<file path="src/rtl/mc_sequencer_if.sv">
// Control bus between the multicycle sequencer and the datapath / memory side.
// Carries the start/opcode/mem_ready inputs and the Moore control outputs.
// master: the sequencer (drives controls); slave: the datapath / environment.
interface mc_sequencer_if;
    logic        start;        // begin or resume execution
    logic [5:0]  opcode;       // instruction[31:26] at current PC
    logic        mem_ready;    // data memory access complete
    logic        regdst;       // rd (1) / rt (0) write-register select
    logic        jump;         // PC source is jump target
    logic        branch;       // PC source is branch target when zero
    logic        memread;      // data memory read enable
    logic        memtoreg;     // writeback source is memory data
    logic [1:0]  aluop;        // 00 add, 01 sub, 10 decode funct
    logic        memwrite;     // data memory write enable
    logic        alusrc;       // ALU operand B is immediate
    logic        regwrite;     // register file write strobe
    logic        pc_inc;       // retire strobe / load next PC
    logic        busy;         // executing (not IDLE/HALT)
    logic        halted;       // in HALT
    logic        fault;        // sticky memory-timeout flag
    logic [31:0] instr_count;  // retired instruction count

    modport master (
        input  start, opcode, mem_ready,
        output regdst, jump, branch, memread, memtoreg, aluop,
               memwrite, alusrc, regwrite, pc_inc, busy, halted,
               fault, instr_count
    );

    modport slave (
        output start, opcode, mem_ready,
        input  regdst, jump, branch, memread, memtoreg, aluop,
               memwrite, alusrc, regwrite, pc_inc, busy, halted,
               fault, instr_count
    );
endinterface

</file>
<file path="src/rtl/mc_sequencer.sv">
// Hardwired multicycle control FSM for a single-ALU MIPS-style datapath.
// Latency FETCH..retire: LW 5, SW 5, R-type 4, BEQ 3, JMP 3 (+ memory wait cycles).
// Backpressure: stalls in MEMRD/MEMWR until mem_ready; MEM_TIMEOUT waits -> HALT with fault.
// Ports: clk, rst_n (async active-low); bus (master modport) carries start/opcode/
// mem_ready in, and the Moore control bus, pc_inc, busy, halted, fault, instr_count out.
module mc_sequencer #(
    parameter logic [5:0]  OP_LW       = 6'h00,
    parameter logic [5:0]  OP_SW       = 6'h01,
    parameter logic [5:0]  OP_RTYPE    = 6'h02,
    parameter logic [5:0]  OP_BEQ      = 6'h04,
    parameter logic [5:0]  OP_JMP      = 6'h05,
    parameter int unsigned MEM_TIMEOUT = 16
) (
    input  logic          clk,
    input  logic          rst_n,
    mc_sequencer_if.master bus
);

    typedef enum logic [3:0] {
        S_IDLE,
        S_FETCH,
        S_DECODE,
        S_MEMADR,
        S_MEMRD,
        S_MEMWB,
        S_MEMWR,
        S_SWDONE,
        S_EXEC,
        S_RWB,
        S_BRANCH,
        S_JUMP,
        S_HALT
    } state_t;

    localparam logic [7:0] TIMEOUT_W = 8'(MEM_TIMEOUT);

    state_t      state_q, state_d;
    logic [7:0]  wait_cnt_q, wait_cnt_d;
    logic        is_sw_q, is_sw_d;      // load/store direction captured at decode
    logic        fault_q, fault_d;
    logic [31:0] instr_cnt_q, instr_cnt_d;
    logic        retire;

    always_ff @(posedge clk or negedge rst_n) begin
        if (!rst_n) begin
            state_q     <= S_IDLE;
            wait_cnt_q  <= 8'd0;
            is_sw_q     <= 1'b0;
            fault_q     <= 1'b0;
            instr_cnt_q <= 32'd0;
        end else begin
            state_q     <= state_d;
            wait_cnt_q  <= wait_cnt_d;
            is_sw_q     <= is_sw_d;
            fault_q     <= fault_d;
            instr_cnt_q <= instr_cnt_d;
        end
    end

    // Next-state logic
    always_comb begin
        state_d    = state_q;
        wait_cnt_d = wait_cnt_q;
        is_sw_d    = is_sw_q;
        fault_d    = fault_q;
        case (state_q)
            S_IDLE: begin
                if (bus.start) state_d = S_FETCH;
            end
            S_FETCH: state_d = S_DECODE;
            S_DECODE: begin
                if (bus.opcode == OP_LW) begin
                    state_d = S_MEMADR;
                    is_sw_d = 1'b0;
                end else if (bus.opcode == OP_SW) begin
                    state_d = S_MEMADR;
                    is_sw_d = 1'b1;
                end else if (bus.opcode == OP_RTYPE) begin
                    state_d = S_EXEC;
                end else if (bus.opcode == OP_BEQ) begin
                    state_d = S_BRANCH;
                end else if (bus.opcode == OP_JMP) begin
                    state_d = S_JUMP;
                end else begin
                    // Illegal opcode halts without flagging a fault
                    state_d = S_HALT;
                end
            end
            S_MEMADR: begin
                // Clearing here means the counter is zero on entry to MEMRD/MEMWR
                wait_cnt_d = 8'd0;
                state_d    = is_sw_q ? S_MEMWR : S_MEMRD;
            end
            S_MEMRD, S_MEMWR: begin
                // Ready is tested first so a completion on the timeout cycle wins
                if (bus.mem_ready) begin
                    state_d = (state_q == S_MEMRD) ? S_MEMWB : S_SWDONE;
                end else begin
                    wait_cnt_d = wait_cnt_q + 8'd1;
                    if (wait_cnt_d == TIMEOUT_W) begin
                        state_d = S_HALT;
                        fault_d = 1'b1;
                    end
                end
            end
            S_MEMWB, S_SWDONE, S_RWB, S_BRANCH, S_JUMP: state_d = S_FETCH;
            S_EXEC: state_d = S_RWB;
            S_HALT: begin
                if (bus.start) begin
                    state_d = S_FETCH;
                    fault_d = 1'b0;
                end
            end
            default: state_d = S_IDLE;
        endcase
    end

    // Moore output decode of the registered state only
    always_comb begin
        bus.regdst   = 1'b0;
        bus.jump     = 1'b0;
        bus.branch   = 1'b0;
        bus.memread  = 1'b0;
        bus.memtoreg = 1'b0;
        bus.aluop    = 2'b00;
        bus.memwrite = 1'b0;
        bus.alusrc   = 1'b0;
        bus.regwrite = 1'b0;
        retire       = 1'b0;
        case (state_q)
            S_MEMADR: bus.alusrc = 1'b1;
            S_MEMRD: begin
                bus.alusrc  = 1'b1;
                bus.memread = 1'b1;
            end
            S_MEMWB: begin
                bus.alusrc   = 1'b1;
                bus.memread  = 1'b1;
                bus.memtoreg = 1'b1;
                bus.regwrite = 1'b1;
                retire       = 1'b1;
            end
            S_MEMWR: begin
                bus.alusrc   = 1'b1;
                bus.memwrite = 1'b1;
            end
            S_SWDONE: retire = 1'b1;
            S_EXEC: begin
                bus.aluop  = 2'b10;
                bus.regdst = 1'b1;
            end
            S_RWB: begin
                bus.aluop    = 2'b10;
                bus.regdst   = 1'b1;
                bus.regwrite = 1'b1;
                retire       = 1'b1;
            end
            S_BRANCH: begin
                bus.aluop  = 2'b01;
                bus.branch = 1'b1;
                retire     = 1'b1;
            end
            S_JUMP: begin
                bus.jump = 1'b1;
                retire   = 1'b1;
            end
            default: ;
        endcase
    end

    // Counter wraps naturally at 2^32 and survives start
    assign instr_cnt_d     = instr_cnt_q + {31'd0, retire};

    assign bus.pc_inc      = retire;
    assign bus.busy        = (state_q != S_IDLE) && (state_q != S_HALT);
    assign bus.halted      = (state_q == S_HALT);
    assign bus.fault       = fault_q;
    assign bus.instr_count = instr_cnt_q;

endmodule

</file>
<file path="src/flat_wrapper.sv">
// flat-port wrapper written by rule: the top's interface ports become plain ports
module mc_sequencer_flat 
#(
    parameter logic [5:0]  OP_LW       = 6'h00,
    parameter logic [5:0]  OP_SW       = 6'h01,
    parameter logic [5:0]  OP_RTYPE    = 6'h02,
    parameter logic [5:0]  OP_BEQ      = 6'h04,
    parameter logic [5:0]  OP_JMP      = 6'h05,
    parameter int unsigned MEM_TIMEOUT = 16
)
  (clk, rst_n, bus_start, bus_opcode, bus_mem_ready, bus_regdst, bus_jump, bus_branch, bus_memread, bus_memtoreg, bus_aluop, bus_memwrite, bus_alusrc, bus_regwrite, bus_pc_inc, bus_busy, bus_halted, bus_fault, bus_instr_count);
  mc_sequencer_if bus_i ();
  input  logic clk;
  input  logic rst_n;
  input wire logic [$bits(bus_i.start)-1:0] bus_start;
  input wire logic [$bits(bus_i.opcode)-1:0] bus_opcode;
  input wire logic [$bits(bus_i.mem_ready)-1:0] bus_mem_ready;
  output wire logic [$bits(bus_i.regdst)-1:0] bus_regdst;
  output wire logic [$bits(bus_i.jump)-1:0] bus_jump;
  output wire logic [$bits(bus_i.branch)-1:0] bus_branch;
  output wire logic [$bits(bus_i.memread)-1:0] bus_memread;
  output wire logic [$bits(bus_i.memtoreg)-1:0] bus_memtoreg;
  output wire logic [$bits(bus_i.aluop)-1:0] bus_aluop;
  output wire logic [$bits(bus_i.memwrite)-1:0] bus_memwrite;
  output wire logic [$bits(bus_i.alusrc)-1:0] bus_alusrc;
  output wire logic [$bits(bus_i.regwrite)-1:0] bus_regwrite;
  output wire logic [$bits(bus_i.pc_inc)-1:0] bus_pc_inc;
  output wire logic [$bits(bus_i.busy)-1:0] bus_busy;
  output wire logic [$bits(bus_i.halted)-1:0] bus_halted;
  output wire logic [$bits(bus_i.fault)-1:0] bus_fault;
  output wire logic [$bits(bus_i.instr_count)-1:0] bus_instr_count;
  assign bus_i.start = bus_start;
  assign bus_i.opcode = bus_opcode;
  assign bus_i.mem_ready = bus_mem_ready;
  assign bus_regdst = bus_i.regdst;
  assign bus_jump = bus_i.jump;
  assign bus_branch = bus_i.branch;
  assign bus_memread = bus_i.memread;
  assign bus_memtoreg = bus_i.memtoreg;
  assign bus_aluop = bus_i.aluop;
  assign bus_memwrite = bus_i.memwrite;
  assign bus_alusrc = bus_i.alusrc;
  assign bus_regwrite = bus_i.regwrite;
  assign bus_pc_inc = bus_i.pc_inc;
  assign bus_busy = bus_i.busy;
  assign bus_halted = bus_i.halted;
  assign bus_fault = bus_i.fault;
  assign bus_instr_count = bus_i.instr_count;
  mc_sequencer #(.OP_LW(OP_LW), .OP_SW(OP_SW), .OP_RTYPE(OP_RTYPE), .OP_BEQ(OP_BEQ), .OP_JMP(OP_JMP), .MEM_TIMEOUT(MEM_TIMEOUT)) u_core (.clk(clk), .rst_n(rst_n), .bus(bus_i));
endmodule
</file>
<file path="config.mk">
export PLATFORM = sky130hd
export DESIGN_NAME = mc_sequencer_flat
export DESIGN_NICKNAME = d
export VERILOG_FILES = /design/src/rtl/mc_sequencer_if.sv /design/src/rtl/mc_sequencer.sv /design/src/flat_wrapper.sv
export SDC_FILE = /design/constraint.sdc
export NUM_CORES = 1
export LEC_CHECK = 0
export CAP_MARGIN = 20
export CORE_AREA = 2 2 81 83
export CTS_BUF_LIST = sky130_fd_sc_hd__clkbuf_8
export CTS_CLUSTER_DIAMETER = 50
export DETAILED_ROUTE_END_ITERATION = 8
export DIE_AREA = 0 0 83 85
export PLACE_DENSITY = 0.65
export SKIP_CTS_REPAIR_TIMING = 1
export SLEW_MARGIN = 30
export SYNTH_ARGS = -nofsm -noshare
export SYNTH_HDL_FRONTEND = slang
export SYNTH_SLANG_ARGS = --single-unit
export TNS_END_PERCENT = 5
</file>
<file path="constraint.sdc">
create_clock -name clk -period 3.9 [get_ports clk]
set_clock_uncertainty 0.1 [all_clocks]
set_input_delay 0.975 -clock clk [delete_from_list [all_inputs] [get_ports clk]]
set_output_delay 0.975 -clock clk [all_outputs]
set_load 0.1 [all_outputs]
</file>
==> metrics.cfg <==
[placement]
routabilityCongestion=0.882
placed_area_mm2=0.00293
io_buffer_count=55
place_worst_setup_slack_ns=1.18
place_hpwl_um=3730
dp_cells=369

[grt]
grt_pass1_vias=1912
overflow=0
grt_use_total_pct=15.0
grt_max_degree=47
antenna_found_initial=0
grt_pass1_wl_um=8740

[worst_setup_path]
cp.buffers_inverters=1
crit_required_ns=2.82
cp_max_fo=7
cpPeakStageDelay_ns=1.17
path_cells=clkdlybuf4s50_1
crit_slowest_cell=clkdlybuf4s50_1
cpLargestDelayFamily=buffers and inverters
path_class=flip-flop to output port
cp-start-kind=flip-flop
cp-end-kind=output port
crit_arrival_ns=1.93

[timing]
rsz0062_at_grt=false
fmax_ghz=0.333
fin_ws_ns=0.899
final_hold_viol_count=0
min_period_ns=3.00
slew_headroom_pct=33.4
tns_ns=0
min_period_over_period_pct=77.0
slew_viol_final=0
setup_viol_count_final=0
worstMarginPinSlew_ns=0.996

[yosys]
ys_ff_latch=46
syn_nets=260
synth_edf_count=0
ys_types=39
synthesis.area_mm2=0.00241
yosysSeqAreaShare_pct=47.7
synth-async-reset-ratio_pct=100
synth_area_leaders=dfrtp_1, xnor2_1, nor2_1
yosys_warnings=0
yosys.area.top_type_share_pct=47.7
syn_area_per_cell_um2=9.77
yosysTopAreaCell=dfrtp_1
synthCells=247
yosys_most_used_dff=dfrtp_1

[die]
num_rows=29
die_w_um=83
io_pins=56
die_h_um=85
die_area_mm2=0.00706
initial_utilization_pct=38.9
core_area_mm2=0.00620

[flow_run]
maxCapViolations=0

[drt]
vias=1950
wl_per_cell_um=13.6
drtPass1Iterations=4
drc=0
drtIter0Drc=76
viasPerCell=5.17
drtAntennaViolNets=0
routed_wirelength_um=5130

[clock_network]
cts_root_buffer=clkbuf_8
clk_pin_slew_ns=0.09
htreeDepth=2
cts_buffers=5
cts.path.max_buffers=2
clkLatencyLatePin_ns=0.30
cts_tree=built
clkSinkCount=46

[final_layout]
antenna_cells=0
post_layout_nonfiller_instances=377
drive_above_1_share_pct=10.7
syn2layout_area_growth_pct=26.3
fillers=580
final_nets=312
final_cell_area_mm2=0.00305
fin_util_pct=49.1

[power_and_ir_drop]
p_leak_nw=1.30
vdd_drop_max_mv=0.646
seqPwrFrac_pct=33.9
comb_power_share_pct=47.5
netSwitchingFraction_pct=50.5
power.internal_mw=0.961
p_clk_share_pct=18.7
switchingPower_mw=0.980
power.density_mw_per_mm2=637

[run_status]
status=complete, no violations

[min_path]
hold_class=flip-flop to flip-flop

-- per-stage QoR --
step / power, mW / hold slack (ns)
5_1_grt: 2.05 / 0.405
3_5_place_dp: 1.59 / 0.373
4_1_cts: 1.96 / 0.387
2_1_floorplan: 1.41 / 0.374
6_report: 1.94 / 0.379
3_3_place_gp: 1.58 / 0.360
-- synth_stat cells (all sizes together) (3+ instances only) --
master and count:
inv 4, a21oi 10, nand3 14, ha 3, o21ai 14, nor3 8, xnor2 26, nor4 3
nand2b 8, and3 5, and2 3, dfrtp 46, buf 9, nor2 30, nand2 25, o41ai 3
xor2 5, nand4 15
-- kinds of logic (layout without fill, tap and decap cells) --
kind of cell    Yosys count  after routing  synth area share [%]
fa+ha+maj                 3              3                  1.56
simple gates            115            115                  24.7
flops                    46             46                  47.7
buf+inv                  14             67                  4.15
xor+xnor                 31             31                  11.3
compound gates           38             38                  10.6
-- worst paths after layout --
check | cells after the start | from | endpoint | slack, ns
min | 1 | u_core.bus.instr_count[31] | u_core.bus.instr_count[31] | 0.38
max in group asynchronous | 1 | rst_n | u_core.bus.fault | 2.73
min in group asynchronous | 1 | rst_n | u_core.bus.instr_count[18] | 0.56
max reg2reg | 10 | u_core.state_q[2] | u_core.bus.instr_count[11] | 1.18
min reg2reg | 1 | u_core.bus.instr_count[31] | u_core.bus.instr_count[31] | 0.38
max | 1 | u_core.bus.instr_count[22] | bus_instr_count[22] | 0.90
-- state kept, by name, summed over array words and instances, names as in the netlist --
register / flops
u_core.wait_cnt_q: 8
u_core.state_q: 4
u_core.is_sw_q: 1
u_core.bus.instr_count: 32
u_core.bus.fault: 1
-- power groups by stage --
stage                     clock (mW)  combinational (mW)  sequential [mW]
after floorplan                    0               0.606            0.806
after global placement             0               0.917            0.666
after detailed placement           0               0.925            0.665
after CTS                      0.375               0.925            0.657
after global routing           0.396               0.977            0.673
final                          0.362               0.922            0.657
-- cell type report --
type | instances | area, µm² | area share, %
Sequential cell | 46 | 1150 | 37.8
Inverter | 4 | 15.0 | 0.493
Multi-Input combinational cell | 187 | 1160 | 38.1
Tap cell | 77 | 96.3 | 3.16
Timing Repair Buffer | 55 | 510 | 16.8
Clock buffer | 5 | 68.8 | 2.26
Clock inverter | 3 | 43.8 | 1.44
-- cells in the final DEF (no fill, tap or decap), drive strengths merged --
| cell type | n |
|---|---|
| a2bb2oi | 1 |
| xor2 | 5 |
| and3 | 5 |
| a21oi | 10 |
| o21ai | 14 |
| o2bb2ai | 1 |
| o22ai | 2 |
| o41ai | 3 |
| o21a | 2 |
| clkbuf | 5 |
| nand2b | 8 |
| a31oi | 1 |
| and2 | 3 |
| nor4 | 3 |
| or3 | 1 |
| a22o | 2 |
| nand4 | 15 |
| xnor2 | 26 |
| nor2 | 30 |
| clkdlybuf4s50 | 39 |
| bufinv | 1 |
| clkinv | 1 |
| nor2b | 1 |
| nand3 | 14 |
| buf | 16 |
| or4 | 1 |
| and4 | 1 |
| ha | 3 |
| o2111a | 1 |
| o211ai | 1 |
| nand2 | 25 |
| dfrtp | 46 |
| inv | 5 |
| nor3 | 8 |
-- metal layers --
| layer | GRT usage, % | wire [µm] | up-vias | part of all wire, % |
|---|---|---|---|---|
| met3 | 3.70 | 279 | 6 | 5.4 |
| met2 | 24.4 | 2380 | 56 | 46 |
| met5 | 0 | 0 | - | 0 |
| met1 | 19.6 | 2410 | 919 | 47 |
| li1 | - | - | 969 | - |
| met4 | 5.51 | 59 | 0 | 1.1 |
(Power assumes the default switching activity.)
